===== src/rtl/boreal_pkt_pkg.sv =====
// Shared Boreal packet definitions: sync byte, packet length, button bits, state enums.
// Packet length and the CSUM parser state depend on BOREAL_RX_CHECKSUM_EN.
package boreal_pkt_pkg;

    localparam logic [7:0] SYNC_BYTE = 8'hA5;
    localparam int         BTN_LEFT  = 0;
    localparam int         BTN_RIGHT = 1;

`ifdef BOREAL_RX_CHECKSUM_EN
    localparam int PKT_LEN = 5;
`else
    localparam int PKT_LEN = 4;
`endif

    // Parser state order is shared with the transmitter-side framer.
    typedef enum logic [2:0] {
        PS_HUNT,
        PS_DX,
        PS_DY,
        PS_BTN
`ifdef BOREAL_RX_CHECKSUM_EN
        , PS_CSUM
`endif
    } parse_state_t;

    typedef enum logic [2:0] {
        RX_IDLE,
        RX_START,
        RX_DATA,
        RX_STOP,
        RX_WAIT_HIGH
    } rx_state_t;

`ifdef BOREAL_RX_CHECKSUM_EN
    function automatic logic [7:0] pkt_csum(input logic [7:0] dx, input logic [7:0] dy,
                                            input logic [7:0] btn);
        return SYNC_BYTE ^ dx ^ dy ^ btn;
    endfunction
`endif

endpackage


===== src/rtl/boreal_packet_rx_if.sv =====
// Serial line in, decoded cursor packet out; the receiver uses the slave modport.
// Pure wiring, no latency and no backpressure.
interface boreal_packet_rx_if;
    logic       uart_rx;
    logic [7:0] dx;
    logic [7:0] dy;
    logic       left_click;
    logic       right_click;
    logic       pkt_valid;
    logic       pkt_err;
    logic [7:0] err_count;

    modport master (
        output uart_rx,
        input  dx, dy, left_click, right_click, pkt_valid, pkt_err, err_count
    );

    modport slave (
        input  uart_rx,
        output dx, dy, left_click, right_click, pkt_valid, pkt_err, err_count
    );
endinterface


===== src/rtl/boreal_uart_rx_byte.sv =====
// 8N1 byte receiver: synchroniser, mid-bit sampling, one-cycle byte_valid or frame_err.
// Latency: pulse 1 cycle after the stop-bit sample; no backpressure (pulses are not held).
module boreal_uart_rx_byte
    import boreal_pkt_pkg::*;
#(
    parameter int CLKS_PER_BIT = 868
) (
    input  logic       clk,
    input  logic       rst,
    input  logic       uart_rx,
    output logic       byte_valid,
    output logic [7:0] byte_data,
    output logic       frame_err
);

    localparam int CNT_W = (CLKS_PER_BIT > 1) ? $clog2(CLKS_PER_BIT) : 1;
    localparam logic [CNT_W-1:0] BIT_LAST  = CNT_W'(CLKS_PER_BIT - 1);
    localparam logic [CNT_W-1:0] HALF_LAST = CNT_W'(CLKS_PER_BIT / 2 - 1);

    logic             rx_s1, rx_s2;
    rx_state_t        state, state_nxt;
    logic [CNT_W-1:0] cnt, cnt_nxt;
    logic [2:0]       bit_idx, bit_nxt;
    logic [7:0]       shreg, shreg_nxt;
    logic             bv_nxt, fe_nxt;

    assign byte_data = shreg;

    always_ff @(posedge clk or posedge rst) begin
        if (rst) begin
            rx_s1      <= 1'b1;
            rx_s2      <= 1'b1;
            state      <= RX_IDLE;
            cnt        <= '0;
            bit_idx    <= '0;
            shreg      <= '0;
            byte_valid <= 1'b0;
            frame_err  <= 1'b0;
        end else begin
            rx_s1      <= uart_rx;
            rx_s2      <= rx_s1;
            state      <= state_nxt;
            cnt        <= cnt_nxt;
            bit_idx    <= bit_nxt;
            shreg      <= shreg_nxt;
            byte_valid <= bv_nxt;
            frame_err  <= fe_nxt;
        end
    end

    always_comb begin
        state_nxt = state;
        cnt_nxt   = cnt;
        bit_nxt   = bit_idx;
        shreg_nxt = shreg;
        bv_nxt    = 1'b0;
        fe_nxt    = 1'b0;
        case (state)
            RX_IDLE: begin
                // The line is only ever low in IDLE right after a falling edge.
                if (!rx_s2) begin
                    state_nxt = RX_START;
                    cnt_nxt   = '0;
                end
            end
            RX_START: begin
                if (cnt == HALF_LAST) begin
                    cnt_nxt   = '0;
                    bit_nxt   = '0;
                    state_nxt = rx_s2 ? RX_IDLE : RX_DATA;
                end else begin
                    cnt_nxt = cnt + 1'b1;
                end
            end
            RX_DATA: begin
                if (cnt == BIT_LAST) begin
                    cnt_nxt   = '0;
                    shreg_nxt = {rx_s2, shreg[7:1]};
                    if (bit_idx == 3'd7) begin
                        state_nxt = RX_STOP;
                    end else begin
                        bit_nxt = bit_idx + 1'b1;
                    end
                end else begin
                    cnt_nxt = cnt + 1'b1;
                end
            end
            RX_STOP: begin
                if (cnt == BIT_LAST) begin
                    cnt_nxt = '0;
                    if (rx_s2) begin
                        bv_nxt    = 1'b1;
                        state_nxt = RX_IDLE;
                    end else begin
                        fe_nxt    = 1'b1;
                        state_nxt = RX_WAIT_HIGH;
                    end
                end else begin
                    cnt_nxt = cnt + 1'b1;
                end
            end
            RX_WAIT_HIGH: begin
                if (rx_s2) begin
                    state_nxt = RX_IDLE;
                end
            end
            default: state_nxt = RX_IDLE;
        endcase
    end

endmodule


===== src/rtl/boreal_packet_rx.sv =====
// Boreal cursor packet receiver; checksum byte present when BOREAL_RX_CHECKSUM_EN is defined.
// Latency: outputs/pulses 1 cycle after the last byte_valid (2 after stop sample); no backpressure.
module boreal_packet_rx
    import boreal_pkt_pkg::*;
#(
    parameter int CLK_HZ        = 100_000_000,
    parameter int BAUD          = 115200,
    parameter int TIMEOUT_BYTES = 4
) (
    input  logic               clk,
    input  logic               rst,
    boreal_packet_rx_if.slave  bus
);

    localparam int CLKS_PER_BIT = CLK_HZ / BAUD;
    localparam int TMO_LIMIT    = TIMEOUT_BYTES * 10 * CLKS_PER_BIT;
    localparam int TMO_W        = $clog2(TMO_LIMIT + 1);

    logic       byte_valid;
    logic       frame_err;
    logic [7:0] byte_data;

    boreal_uart_rx_byte #(
        .CLKS_PER_BIT (CLKS_PER_BIT)
    ) u_byte (
        .clk        (clk),
        .rst        (rst),
        .uart_rx    (bus.uart_rx),
        .byte_valid (byte_valid),
        .byte_data  (byte_data),
        .frame_err  (frame_err)
    );

    parse_state_t     state, state_nxt;
    logic [7:0]       dx_tmp, dy_tmp;
    logic [1:0]       btn_cur;
    logic [TMO_W-1:0] tmo_cnt;
    logic             tmo_hit;
    logic             good, drop;

    logic [7:0] dx_q, dy_q, err_q;
    logic       left_q, right_q, valid_q, perr_q;

`ifdef BOREAL_RX_CHECKSUM_EN
    logic [7:0] btn_tmp;
    assign btn_cur = {btn_tmp[BTN_RIGHT], btn_tmp[BTN_LEFT]};
`else
    assign btn_cur = {byte_data[BTN_RIGHT], byte_data[BTN_LEFT]};
`endif

    assign tmo_hit = (state != PS_HUNT) && (tmo_cnt == TMO_W'(TMO_LIMIT));

    always_ff @(posedge clk or posedge rst) begin
        if (rst) begin
            state <= PS_HUNT;
        end else begin
            state <= state_nxt;
        end
    end

    always_comb begin
        state_nxt = state;
        good      = 1'b0;
        drop      = 1'b0;
        if ((state != PS_HUNT) && (frame_err || tmo_hit)) begin
            drop      = 1'b1;
            state_nxt = PS_HUNT;
        end else if (byte_valid) begin
            case (state)
                PS_HUNT: if (byte_data == SYNC_BYTE) state_nxt = PS_DX;
                PS_DX:   state_nxt = PS_DY;
                PS_DY:   state_nxt = PS_BTN;
`ifdef BOREAL_RX_CHECKSUM_EN
                PS_BTN:  state_nxt = PS_CSUM;
                PS_CSUM: begin
                    if (byte_data == pkt_csum(dx_tmp, dy_tmp, btn_tmp)) good = 1'b1;
                    else                                                drop = 1'b1;
                    state_nxt = PS_HUNT;
                end
`else
                PS_BTN: begin
                    good      = 1'b1;
                    state_nxt = PS_HUNT;
                end
`endif
                default: state_nxt = PS_HUNT;
            endcase
        end
    end

    always_ff @(posedge clk or posedge rst) begin
        if (rst) begin
            dx_tmp  <= '0;
            dy_tmp  <= '0;
`ifdef BOREAL_RX_CHECKSUM_EN
            btn_tmp <= '0;
`endif
            tmo_cnt <= '0;
            dx_q    <= '0;
            dy_q    <= '0;
            left_q  <= 1'b0;
            right_q <= 1'b0;
            valid_q <= 1'b0;
            perr_q  <= 1'b0;
            err_q   <= '0;
        end else begin
            if (byte_valid) begin
                case (state)
                    PS_DX:   dx_tmp  <= byte_data;
                    PS_DY:   dy_tmp  <= byte_data;
`ifdef BOREAL_RX_CHECKSUM_EN
                    PS_BTN:  btn_tmp <= byte_data;
`endif
                    default: ;
                endcase
            end

            // Gap timer only matters mid-packet; every received byte restarts it.
            if (state == PS_HUNT || byte_valid) begin
                tmo_cnt <= '0;
            end else begin
                tmo_cnt <= tmo_cnt + 1'b1;
            end

            valid_q <= good;
            perr_q  <= drop;
            if (good) begin
                dx_q    <= dx_tmp;
                dy_q    <= dy_tmp;
                left_q  <= btn_cur[0];
                right_q <= btn_cur[1];
            end
            if (drop && err_q != 8'hFF) begin
                err_q <= err_q + 1'b1;
            end
        end
    end

    assign bus.dx          = dx_q;
    assign bus.dy          = dy_q;
    assign bus.left_click  = left_q;
    assign bus.right_click = right_q;
    assign bus.pkt_valid   = valid_q;
    assign bus.pkt_err     = perr_q;
    assign bus.err_count   = err_q;

endmodule


===== src/flat_wrapper.sv =====
// flat-port wrapper written by rule: the top's interface ports become plain ports
module boreal_packet_rx_flat import boreal_pkt_pkg::*;
#(
    parameter int CLK_HZ        = 100_000_000,
    parameter int BAUD          = 115200,
    parameter int TIMEOUT_BYTES = 4
)
  (clk, rst, bus_uart_rx, bus_dx, bus_dy, bus_left_click, bus_right_click, bus_pkt_valid, bus_pkt_err, bus_err_count);
  boreal_packet_rx_if bus_i ();
  input  logic clk;
  input  logic rst;
  input wire logic [$bits(bus_i.uart_rx)-1:0] bus_uart_rx;
  output wire logic [$bits(bus_i.dx)-1:0] bus_dx;
  output wire logic [$bits(bus_i.dy)-1:0] bus_dy;
  output wire logic [$bits(bus_i.left_click)-1:0] bus_left_click;
  output wire logic [$bits(bus_i.right_click)-1:0] bus_right_click;
  output wire logic [$bits(bus_i.pkt_valid)-1:0] bus_pkt_valid;
  output wire logic [$bits(bus_i.pkt_err)-1:0] bus_pkt_err;
  output wire logic [$bits(bus_i.err_count)-1:0] bus_err_count;
  assign bus_i.uart_rx = bus_uart_rx;
  assign bus_dx = bus_i.dx;
  assign bus_dy = bus_i.dy;
  assign bus_left_click = bus_i.left_click;
  assign bus_right_click = bus_i.right_click;
  assign bus_pkt_valid = bus_i.pkt_valid;
  assign bus_pkt_err = bus_i.pkt_err;
  assign bus_err_count = bus_i.err_count;
  boreal_packet_rx #(.CLK_HZ(CLK_HZ), .BAUD(BAUD), .TIMEOUT_BYTES(TIMEOUT_BYTES)) u_core (.clk(clk), .rst(rst), .bus(bus_i));
endmodule

===== config.mk =====
export PLATFORM = sky130hd
export DESIGN_NAME = boreal_packet_rx_flat
export DESIGN_NICKNAME = d
export VERILOG_FILES = /design/src/rtl/boreal_pkt_pkg.sv /design/src/rtl/boreal_packet_rx_if.sv /design/src/rtl/boreal_uart_rx_byte.sv /design/src/rtl/boreal_packet_rx.sv /design/src/flat_wrapper.sv
export SDC_FILE = /design/constraint.sdc
export NUM_CORES = 1
export LEC_CHECK = 0
export ABC_AREA = 1
export BUFFER_PORTS_ARGS = -buffer_cell sky130_fd_sc_hd__clkbuf_2
export CAP_MARGIN = 5
export CORE_MARGIN = 2
export CORE_UTILIZATION = 60
export DETAILED_ROUTE_END_ITERATION = 8
export HOLD_SLACK_MARGIN = 0.02
export PLACE_DENSITY = 0.87
export SLEW_MARGIN = 0
export SYNTH_ARGS = -nofsm -noshare
export SYNTH_HDL_FRONTEND = slang
export SYNTH_SLANG_ARGS = --single-unit

===== constraint.sdc =====
create_clock -name clk -period 3.4 [get_ports clk]
set_input_delay 0.68 -clock clk [delete_from_list [all_inputs] [get_ports clk]]
set_output_delay 0.68 -clock clk [all_outputs]
set_load 0.005 [all_outputs]

==> metrics.md <==
| Metric | Value |
|---|---|
| DRC | 0 |
| Post-route insts no fill | 693 |
| Share of cells above drive strength 1 | between 10% and 20% |
| PnR worst setup slack | around 1.6 ns |
| Final Wtd Congestion | 0.867 |
| Synthesized net count | 572 |
| Std-Cell Rows | 31 |
| DP HPWL | between 6000 and 7000 µm |
| Final nets | 603 |
| # setup viols final | 0 |
| DR pass1 iterations | 5 |
| Critical Path Start | u_core.state[1] |
| Post-Synthesis Cells | 558 |
| Startpoint Class | register |
| Syn-to-layout area delta | 9.16% |
| Clk pin slew, worst setup/hold paths | 0.10 ns |
| Ys flop type | dfrtp_1 |
| Core Footprint | 0.00729 mm² |
| CP Class | reg2reg |
| Critical Path Sink | u_core.bus.dx[0] |
| Top Layer Used | met4 |
| WHS | between 0.3 and 0.4 ns |
| Antenna Nets Post-Route | 0 |
| Worst r2r src | u_core.state[1] |
| Worst EP required | 3.65 ns |
| Starting Density | 62.0% |
| Most frequent cells in the layout | nand2_1 (152), dfrtp_1 (88), inv_1 (69) |
| Grt ovf | 0 |
| Fin. max-slew vios | 0 |
| Pre-CTS setup slack | about 1.6 ns |
| CTS tree | done |
| Met1 Wirelength | 4090 µm |
| Max Clk Rate | 0.551 GHz |
| Crit end category | register |
| Crit path max fanout | 22 |
| Fin crit share | 53.4% |
| Synth warn | 0 |
| Initial antenna violation count | 0 |
| Clock sink count | 90 |
| Post-Route WL | 8960 µm |
| Top-level I/O count | 31 |
| Post-synth EDFFs | 0 |
| Clock buffer depth | 2 |
| Seq/Total Area, Yosys | 49.9% |
| P_leak | 2.58 nW |
| Chip Height | 90.8 µm |
| Die W | 90.8 µm |
| Worst skew pair latency | 0.36 ns |
| FF+latch count, synth | 90 |
| Clk Tree Root Cell | clkbuf_8 |
| # diodes | 0 |
| WL per Instance | 12.9 µm |
| Post-CTS Hold Buffers | 0 |
| Total power | 1.80 mW |
| Commonest non-fill, non-tap cell in the layout | nand2_1 |
| Power Dens Cells | approximately 370 mW/mm² |
| Status | completed |
| Min cycle time layout | 1.81 ns |
| MaxCap Viol Count | 0 |
| Placed cells | 677 |
| Hold Path Class | reg2reg |
| Worst-Margin Slew | 0.835 ns |
| Total GRT Usage | about a quarter |
| Setup TNS | 0 ns |
| Vias in the first global route | around 3,600 |
| Hold path depth | 0 |
| CTS-repair resized insts | 0 |
| Initial drt markers | 201 |
| Async set-reset flop share out of synthesis | 100% |
| R2R setup slack | 1.59 ns |
| Setup bufs post-CTS | 0 |
| Critical path data arrival time | about 2.1 ns |
| Synth Area per Inst | 8.10 µm² |
| Final Hold Violating Endpoints | 0 |
| Netlist cell types | 34 |
| Largest net degree at the start of global routing | 49 |
| CTS Buf Count | 9 |
| Met3 WL | 339 µm |
| Unrepaired setup endpoints after global routing | no |
| Vias | 3,715 |
| Via/cell ratio | 5.36 |
| Reg2reg end | u_core.bus.dx[0] |
| Max IR drop VDD | 0.186 mV |
| First-pass GRT wire length | 16,100 µm |
| FF-to-FF path depth | 7 |
| Number of port buffers | 30 |
| Relative slew slack | between 40% and 50% |
| Post-Syn Area | 0.00452 mm² |
| H-tree levels | 3 |
| Die area | 0.00824 mm² |
| Fill count | ~580 |
| Metal2 WL | around 4300 µm |
| Worst clock skew | 0.0160 ns |
[final cells by class]
| type | count | area (µm²) | share of cell area [%] |
|---|---|---|---|
| Clock buffer | 9 | 124 | 2.51 |
| Clock inverter | 7 | 71.3 | 1.45 |
| Inverter | 73 | 275 | 5.58 |
| Multi-Input combinational cell | 383 | 1910 | 38.7 |
| Sequential cell | 90 | 2250 | 45.7 |
| Tap cell | 99 | 124 | 2.51 |
| Timing Repair Buffer | 32 | 178 | 3.60 |
[state kept, by name (all words and copies together), names as in the netlist, 2 cells and up]
name                     cells
u_core.u_byte.state          3
u_core.u_byte.cnt           10
u_core.u_byte.byte_data      8
u_core.bus.dy                8
u_core.state                 2
u_core.dy_tmp                8
u_core.bus.err_count         8
u_core.u_byte.bit_idx        3
u_core.tmo_cnt              16
u_core.bus.dx                8
u_core.dx_tmp                8
[layer usage]
layer | GRT usage [%] | up-vias
li1 | - | 1852
met1 | 31.1 | 1746
met2 | 39.7 | 96
met3 | 3.34 | 21
met4 | 10.6 | 0
met5 | 0 | -
[cells in the mapped netlist, types with 6 or more instances]
library cell / instances / share of area, %
a21oi_1: 7 / 0.78
dfrtp_1: 88 / 49
ha_1: 11 / 3.0
inv_1: 70 / 5.8
nand2_1: 152 / 13
nand2_2: 6 / 0.83
nand3_1: 55 / 6.1
nand4_1: 17 / 2.4
nor2_1: 51 / 4.2
nor3_1: 10 / 1.1
o211ai_1: 6 / 1.0
o21ai_0: 35 / 3.9
xor2_1: 10 / 1.9
[cell families (layout without fill, tap and decap cells)]
group,Yosys count,after routing,synth area share [%]
fa+ha+maj,11,11,3.05
xor+xnor,12,12,2.33
compound gates,54,54,6.48
buf+inv,85,121,7.92
simple gates,306,306,30.3
flops,90,90,49.9
[critical path, cell delays in order (launching register included)]
cell,delay [ns]
dfrtp_1,0.42
inv_1,0.09
ha_1,0.21
clkinv_1,0.30
nand2_4,0.33
nand2_8,0.15
nand2_1,0.12
nand2_1,0.07
[report_power, final]
part	internal [mW]	switching (mW)	leakage, nW	total, mW
Combinational	0.00349	0.0207	1.25	0.0242
Sequential	1.07	0.00150	1.24	1.07
Clock	0.286	0.420	0.0991	0.706
[how the worst min path moves through the flow]
stage / start / slack [ns] / end
after floorplan: u_core.u_byte.rx_s1 / 0.35 / u_core.u_byte.rx_s2
after global placement: u_core.u_byte.rx_s1 / 0.35 / u_core.u_byte.rx_s2
after detailed placement: u_core.u_byte.rx_s1 / 0.35 / u_core.u_byte.rx_s2
after CTS: u_core.u_byte.rx_s1 / 0.37 / u_core.u_byte.rx_s2
after global routing: u_core.u_byte.rx_s1 / 0.37 / u_core.u_byte.rx_s2
final: u_core.u_byte.rx_s1 / 0.36 / u_core.u_byte.rx_s2
[per-stage QoR]
step	utilization, %	area (µm²)
6_report	67.7	4930
5_1_grt	67.7	4930
4_1_cts	67.7	4930
3_5_place_dp	65.0	4740
3_3_place_gp	65.0	4740
2_1_floorplan	-	4520
(Power assumes the default switching activity.)
